--- src/rtl/ascon_pack.sv ---
// Shared types and constants for the ASCON-128 encryption controller.
// Latency: n/a (package).
// Backpressure: n/a (package).
package ascon_pack;

  localparam int ROUNDS_A       = 12;
  localparam int ROUNDS_B_START = 6;

  localparam logic [3:0] ROUND_FIRST   = 4'd0;
  localparam logic [3:0] ROUND_LAST    = 4'(ROUNDS_A - 1);
  localparam logic [3:0] ROUND_B_FIRST = 4'(ROUNDS_B_START);

  // XOR applied to the state before the round function
  typedef enum logic [1:0] {
    UP_NONE     = 2'b00,
    UP_DATA     = 2'b01,
    UP_KEY      = 2'b10,
    UP_DATA_KEY = 2'b11
  } up_mode_t;

  // XOR applied to the state after the round function
  typedef enum logic [1:0] {
    DOWN_NONE   = 2'b00,
    DOWN_KEY    = 2'b01,
    DOWN_DOMAIN = 2'b10
  } down_mode_t;

  typedef enum logic [2:0] {
    ST_IDLE,
    ST_INIT,
    ST_WAIT_AD,
    ST_AD,
    ST_WAIT_PT,
    ST_PT,
    ST_FINAL,
    ST_DONE
  } ctrl_state_t;

  // Full set of controller outputs, registered as one word
  typedef struct packed {
    logic       ready;
    logic       select;
    logic       enable;
    logic [3:0] round;
    up_mode_t   up;
    down_mode_t down;
    logic       cipher_valid;
    logic       tag_valid;
    logic       busy;
  } ctrl_out_t;

endpackage

--- src/rtl/round_counter.sv ---
// Round index counter: loadable, saturating at the last round.
// Latency: count updates one cycle after load/inc; count_next is combinational.
// Backpressure: none; holds its value when neither load nor inc is set.
module round_counter
  import ascon_pack::*;
(
  input  logic       clock_i,
  input  logic       resetb_i,
  input  logic       load,
  input  logic [3:0] load_val,
  input  logic       inc,
  output logic [3:0] count,
  output logic [3:0] count_next,
  output logic       last
);

  // Next value: load wins, increment stops at the last round so 12..15 are never reached
  always_comb begin
    count_next = count;
    if (load) begin
      count_next = load_val;
    end else if (inc && (count != ROUND_LAST)) begin
      count_next = count + 4'd1;
    end
  end

  // Counter register
  always_ff @(posedge clock_i or negedge resetb_i) begin
    if (!resetb_i) begin
      count <= ROUND_FIRST;
    end else begin
      count <= count_next;
    end
  end

  assign last = (count == ROUND_LAST);

endmodule

--- src/rtl/ascon_control.sv ---
// ASCON-128 encryption sequencer: INIT, associated data, plaintext, FINAL, tag strobe.
// Latency: outputs registered, valid in the cycle of the state they describe.
// Backpressure: data_ready only in the two wait states; data_valid ignored elsewhere.
module ascon_control
  import ascon_pack::*;
(
  input  logic       clock_i,
  input  logic       resetb_i,
  input  logic       start_i,
  input  logic       data_valid_i,
  input  logic       last_i,
  output logic       data_ready_o,
  output logic       select_o,
  output logic       enable_o,
  output logic [3:0] round_o,
  output logic [1:0] etat_up_o,
  output logic [1:0] etat_down_o,
  output logic       cipher_valid_o,
  output logic       tag_valid_o,
  output logic       busy_o
);

  ctrl_state_t state, state_n;
  logic        last_q, last_n;
  logic        cnt_load, cnt_inc, cnt_last;
  logic [3:0]  cnt_load_val, cnt, cnt_next;
  logic        hs;
  ctrl_out_t   out_q;

  // Moore decode of one state/round pair; the registered copy of the next pair drives the pins
  function automatic ctrl_out_t decode(ctrl_state_t st, logic [3:0] rnd, logic last_blk);
    ctrl_out_t o;
    o = '0;
    o.busy = (st != ST_IDLE);
    case (st)
      ST_INIT: begin
        o.enable = 1'b1;
        o.round  = rnd;
        o.select = (rnd == ROUND_FIRST);
        if (rnd == ROUND_LAST) o.down = DOWN_KEY;
      end
      ST_WAIT_AD, ST_WAIT_PT: begin
        o.ready = 1'b1;
      end
      ST_AD: begin
        o.enable = 1'b1;
        o.round  = rnd;
        if (rnd == ROUND_B_FIRST) o.up = UP_DATA;
        if ((rnd == ROUND_LAST) && last_blk) o.down = DOWN_DOMAIN;
      end
      ST_PT: begin
        o.enable = 1'b1;
        o.round  = rnd;
        if (rnd == ROUND_B_FIRST) begin
          o.up           = UP_DATA;
          o.cipher_valid = 1'b1;
        end
      end
      ST_FINAL: begin
        o.enable = 1'b1;
        o.round  = rnd;
        if (rnd == ROUND_FIRST) begin
          o.up           = UP_DATA_KEY;
          o.cipher_valid = 1'b1;
        end
        if (rnd == ROUND_LAST) o.down = DOWN_KEY;
      end
      ST_DONE: begin
        o.tag_valid = 1'b1;
      end
      default: ;
    endcase
    return o;
  endfunction

  // ready is a registered decode of the wait states, so this is a state-qualified handshake
  assign hs = data_valid_i && data_ready_o;

  round_counter u_round_counter (
    .clock_i    (clock_i),
    .resetb_i   (resetb_i),
    .load       (cnt_load),
    .load_val   (cnt_load_val),
    .inc        (cnt_inc),
    .count      (cnt),
    .count_next (cnt_next),
    .last       (cnt_last)
  );

  // Next state, counter control and the last-block latch
  always_comb begin
    state_n      = state;
    last_n       = last_q;
    cnt_load     = 1'b0;
    cnt_load_val = ROUND_FIRST;
    cnt_inc      = 1'b0;
    case (state)
      ST_IDLE: begin
        if (start_i) begin
          state_n      = ST_INIT;
          cnt_load     = 1'b1;
          cnt_load_val = ROUND_FIRST;
        end
      end
      ST_INIT: begin
        if (cnt_last) state_n = ST_WAIT_AD;
        else          cnt_inc = 1'b1;
      end
      ST_WAIT_AD: begin
        if (hs) begin
          state_n      = ST_AD;
          cnt_load     = 1'b1;
          cnt_load_val = ROUND_B_FIRST;
          last_n       = last_i;
        end
      end
      ST_AD: begin
        if (cnt_last) state_n = last_q ? ST_WAIT_PT : ST_WAIT_AD;
        else          cnt_inc = 1'b1;
      end
      ST_WAIT_PT: begin
        if (hs) begin
          cnt_load = 1'b1;
          if (last_i) begin
            state_n      = ST_FINAL;
            cnt_load_val = ROUND_FIRST;
          end else begin
            state_n      = ST_PT;
            cnt_load_val = ROUND_B_FIRST;
          end
        end
      end
      ST_PT: begin
        if (cnt_last) state_n = ST_WAIT_PT;
        else          cnt_inc = 1'b1;
      end
      ST_FINAL: begin
        if (cnt_last) state_n = ST_DONE;
        else          cnt_inc = 1'b1;
      end
      ST_DONE: begin
        state_n = ST_IDLE;
      end
      default: begin
        state_n = ST_IDLE;
      end
    endcase
  end

  // State, latched last flag and registered outputs; reset clears everything at once
  always_ff @(posedge clock_i or negedge resetb_i) begin
    if (!resetb_i) begin
      state  <= ST_IDLE;
      last_q <= 1'b0;
      out_q  <= '0;
    end else begin
      state  <= state_n;
      last_q <= last_n;
      out_q  <= decode(state_n, cnt_next, last_n);
    end
  end

  assign data_ready_o   = out_q.ready;
  assign select_o       = out_q.select;
  assign enable_o       = out_q.enable;
  assign round_o        = out_q.round;
  assign etat_up_o      = out_q.up;
  assign etat_down_o    = out_q.down;
  assign cipher_valid_o = out_q.cipher_valid;
  assign tag_valid_o    = out_q.tag_valid;
  assign busy_o         = out_q.busy;

endmodule

--- config.mk ---
export PLATFORM = sky130hd
export DESIGN_NAME = ascon_control
export DESIGN_NICKNAME = d
export VERILOG_FILES = /design/src/rtl/ascon_pack.sv /design/src/rtl/round_counter.sv /design/src/rtl/ascon_control.sv
export SDC_FILE = /design/constraint.sdc
export NUM_CORES = 1
export LEC_CHECK = 0
export ABC_AREA = 1
export CAP_MARGIN = 20
export CORE_AREA = 2 2 50 52
export CTS_CLUSTER_SIZE = 14
export DETAILED_ROUTE_END_ITERATION = 6
export DIE_AREA = 0 0 52 54
export HOLD_SLACK_MARGIN = 0.03
export PLACE_DENSITY_LB_ADDON = 0.08
export SYNTH_ARGS = -nofsm -noshare
export SYNTH_HDL_FRONTEND = slang
export SYNTH_SLANG_ARGS = --single-unit
--- constraint.sdc ---
create_clock -name clock_i -period 3.4 [get_ports clock_i]
set_input_delay 0.68 -clock clock_i [delete_from_list [all_inputs] [get_ports clock_i]]
set_output_delay 0.68 -clock clock_i [all_outputs]
set_load 0.02 [all_outputs]
After elaboration in Yosys (flattened, before gate mapping)
Cells that the tools add are included.

$add $sub $neg: 1. Reductions and logical operators: 12. Mux-type cells: 36. Equality and inequality tests: 18.

Operators with widths (count): $mux 3 (11); $eq 3x3->1 const B (8); $pmux 3 s8 (1); $mux 1 (13); $eq 3x2->1 const B (4); $eq 4x4->1 const B (2); $mux 4 (2); $pmux 2 s2 (2); $reduce_or 2->1 (4); $reduce_or 4->1 (2); $eq 3x1->1 const B (2); $mux 2 (3); $pmux 3 s2 (1); $mux 5 (1); $add 4x1->4 const B (1); $eq 4x3->1 const B (1); $logic_not 4->1 (1); $ne 4x4->1 const B (1); $pmux 1 s2 (2); $logic_and 1x1->1 (3); $logic_not 3->1 (1); $reduce_bool 3->1 (1).

Register bits: 22.

Logic depth before layout (Yosys ltp)
Word-level depth: 10. Depth in mapped cells: 13. Mapped depth without buffers: 12.

By module
Synthesis repeated with hierarchy kept, for this count alone.

Cells, all modules: 141. Area, all modules: 1156.1 sq um.

By module, submodules not included: ascon_control (area each 902.1 sq um, cells an instance 104, instances 1, seq. area each 450.4 sq um); round_counter (area each 254.0 sq um, cells an instance 37, instances 1, seq. area each 100.1 sq um).

Worst setup path after synthesis
Ideal clock, no wire load.

Path type: input to register. From: input port last_i. To: register out_q, in the netlist cipher_valid_o. Setup time: 0.118 ns. Arrival time: 1.481 ns. Stages: 10. Data required time: 3.282 ns. Slack: 1.801 ns. Path through: inv_1 > nand3_1 > nor2_4 > nor2_8 > nand3_4 > inv_4 > nand3_4 > clkinv_2 > nand2_1 > nand2_1.

Elaborated cells between the ends (all ways): 14.

RTL lines: from (decl) (line ascon_control.sv:11) `input logic last_i,`; $mux 2 (*) (line ascon_control.sv:124) `if (last_i) begin`; $mux 3 (*) (line ascon_control.sv:122) `if (hs) begin`; $pmux 3 s8 (*) (line ascon_control.sv:97) `case (state)`; named net state_n[0] (line ascon_control.sv:23) `ctrl_state_t state, state_n;`; $eq 3x3->1 (line ascon_control.sv:35) `case (st)`; $pmux 1 s2 (*) (line ascon_control.sv:35); to (signal assigned) (line ascon_control.sv:159) `out_q <= decode(state_n, cnt_next, last_n);`; to (decl) (line ascon_control.sv:28) `ctrl_out_t out_q;`.

Mark *: on every way through the listed nets, which the timed path passes. The rest lies on a longest branch.

Worst setup path after layout
From: register out_q, in the netlist data_ready_o. To: output port data_ready_o.

RTL lines: to (decl) (line ascon_control.sv:12) `output logic data_ready_o,`.

No word-level cell between the ends.

==> impl_metrics.ini <==
[run_status]
status = completed

[timing]
maxSlewHeadroom_pct = 75.2
drv_slew = 0
worst_pin_slew_ns = 0.371
setup_viol = 0
fmax_mhz = 496
hold_viol_final = 0
rsz0062_at_grt = no
skew_ns = 0.00755
fin_tns_setup_ns = 0
post-route-min-period_ns = 2.02
finalCritPeriodShare_pct = 59.4

[floorplanning]
io_pins = 19
die_w_um = 52
dieArea_um2 = 2810
die_height_um = 54
core-area_um2 = 2320
floorplan.initialDensity_pct = 53.8
row_count = 18

[synth]
synth_common_cells = 43 x nand2_1, 22 x dfrtp_1, 19 x inv_1, 19 x nand3_1, 9 x nand2_2
synth_top_area_cell = dfrtp_1
yosys_most_used_dff = dfrtp_1
netlist_top_cells_area = dfrtp_1 44%, nand2_1 13%, nand3_1 7.6%
synth_cells = 151
yosys_warnings = 0
yosysUniqueCellTypes = 22
synth.top_cell.area_share_pct = 44.1
seq_area_frac_synth_pct = 44.1
synth_edf_count = 0
ys_ff_latch = 22
synth.most_common_cell = nand2_1
synthArstFlopShare_pct = 100
netlist_area_um2 = 1250
syn_nets = 157
syn_avg_cell_area_um2 = 8.27

[place]
gp_congestion = 0.903
io_buffers = 18
placed_area_um2 = 1460
dp_hpwl_um = 1840
placed_cells = 198

[setup_path]
critPathKind = reg -> out
r2r_start = u_round_counter.count[0]
end_kind = output port
cp.required_ns = 2.72
setup.worst_path.start = data_ready_o
cpPeakStageDelay_ns = 0.62
crit_slowest_cell = clkdlybuf4s50_1
reg2reg_depth = 9
path_buf_inv = 1
timing.critical_path.max_delay_family = buffers and inverters
reg2reg_to = cipher_valid_o
worstPathCellList = clkdlybuf4s50_1
worstPathArrival_ns = 1.34
cp_max_fo = 4
reg2reg_slack_ns = 1.62
startpoint_type = flip-flop

[power_and_ir_drop]
swShare_pct = 45.1
internal_power_uw = 720
netSwitchingPower_uw = 591
pwr-share-comb_pct = 54.3
cellPowerDensity_nw_per_um2 = 861
p_leak_uw = 0.000802
clkPwrFrac_pct = 15.1
pwr-share-seq_pct = 30.6
ir_drop_mv = 0.514

[cells_and_area]
area_growth_pct = 21.9
finish.utilization_pct = 65.6
drive_above_1_share_pct = 20.8
stdcell_count = 203
antenna_cells = 0
final_cell_area_um2 = 1520
nNetsFinal = 180

[global_routing]
grt_first_pass_wirelength_um = 3900
antenna_found_initial = 0
grt_max_degree = 23
grt_pass1_vias = 951
globalRouteOverflowTotal = 0
grtUsageTotal_pct = 19.1

[route]
top_layer = met4
firstDrtPassIters = 4
dr_wl_met3_um = 93
drc = 0
num_vias = 1016
wl_per_cell_um = 11.2
drt_wl_total_um = 2280
drt_iter0_drc = 14
wl_met2_um = 1220
met1Wirelength_um = 956
antenna_left = 0
via_per_inst = 5.00

[min_path]
min_path_cells = 2
min_from = last_q
hold_path_class = reg -> reg
hold_end = last_q

[clock_network]
cts.path.max_buffers = 2
numCtsBuffers = 3
cts_root_buffer = clkbuf_4
clk_latency_ns = 0.31
ctsHoldBuffers = 0
cts.sinks = 22
cts_tree = yes
cts_htree_levels = 1
clk_pin_slew_worst_paths_ns = 0.13
cts.repair.resized = 0
postCtsSetupBuffers = 0

[flow_run]
maxCapViolCount = 0
==> worst max path at each step <==
stage | endpoint | slack [ns] | cells past startpoint
2_1_floorplan | cipher_valid_o | 1.80 | 10
6_report | data_ready_o | 1.38 | 1
4_1_cts | data_ready_o | 1.37 | 1
3_5_place_dp | cipher_valid_o | 1.18 | 10
3_3_place_gp | cipher_valid_o | 1.23 | 10
5_1_grt | data_ready_o | 1.33 | 1
==> power by group through the flow <==
stage                     registers [uW]  clock network [uW]  logic, uW
after global routing                 412                 216        807
after floorplan                      441                   0        494
after global placement               406                   0        699
final                                402                 198        711
after CTS                            400                 204        721
after detailed placement             406                   0        719
==> sequential cells by signal, summed over array words and instances, names as in the netlist <==
signal                 count
etat_down_o                2
etat_up_o                  2
data_ready_o               1
enable_o                   1
round_o                    4
state                      3
select_o                   1
u_round_counter.count      4
cipher_valid_o             1
busy_o                     1
tag_valid_o                1
last_q                     1
==> per-layer routing <==
layer	vias to the layer above	GRT usage, %
met1	479	22.2
met3	2	2.50
met5	-	0
met4	0	7.89
met2	17	35.2
li1	518	-
==> per-stage QoR <==
stage	hold slack (ns)	power, uW	setup slack [ns]
after CTS	0.596	1330	1.37
after detailed placement	0.567	1130	1.18
after global routing	0.616	1430	1.33
final	0.586	1310	1.38
after global placement	0.557	1100	1.23
after floorplan	0.384	936	1.80
==> kinds of logic (layout without fill, tap and decap cells) <==
kind of cell	after synthesis	in the layout	share of synthesized area, %
AND/OR/NAND/NOR	97	97	43.2
buffers and inverters	26	48	8.72
flip-flops	22	22	44.1
AO/OA/AOI/OAI	5	5	3.01
adder cells (fa/ha/maj)	1	1	1.00
==> cell usage in the layout (no fill, tap or decap) <==
| cell | instances |
|---|---|
| dfrtp_1 | 22 |
| ha_1 | 1 |
| nor2_8 | 1 |
| a21oi_1 | 1 |
| o21ai_1 | 2 |
| bufinv_16 | 1 |
| nand2_1 | 43 |
| a21oi_4 | 1 |
| nand4_1 | 2 |
| clkbuf_4 | 3 |
| buf_8 | 1 |
| nand3_2 | 3 |
| nor2_2 | 4 |
| inv_4 | 1 |
| o22ai_1 | 1 |
| nor2_4 | 3 |
| nor3_1 | 1 |
| inv_1 | 19 |
| nand3_1 | 19 |
| nand3_4 | 4 |
| clkdlybuf4s50_1 | 18 |
| nand2_2 | 9 |
| inv_2 | 4 |
| clkinv_2 | 1 |
| nor2_1 | 8 |
==> worst register-to-register path, cell delays in order, from the launching register on <==
cell and delay [ns]:
dfrtp_1 0.44, ha_1 0.26, nand3_2 0.20, nand2_1 0.10, nand3_1 0.15, a21oi_4 0.23
nand3_4 0.12, clkinv_2 0.05, nand2_1 0.09, nand2_1 0.08
==> layout make-up <==
cell class	instances	area, um^2
Fill cell	192	797
Multi-Input combinational cell	103	589
Sequential cell	22	551
Timing Repair Buffer	19	195
Inverter	25	97.6
Tap cell	30	37.5
Clock inverter	1	30.0
Clock buffer	3	22.5
(Power assumes the default switching activity.)
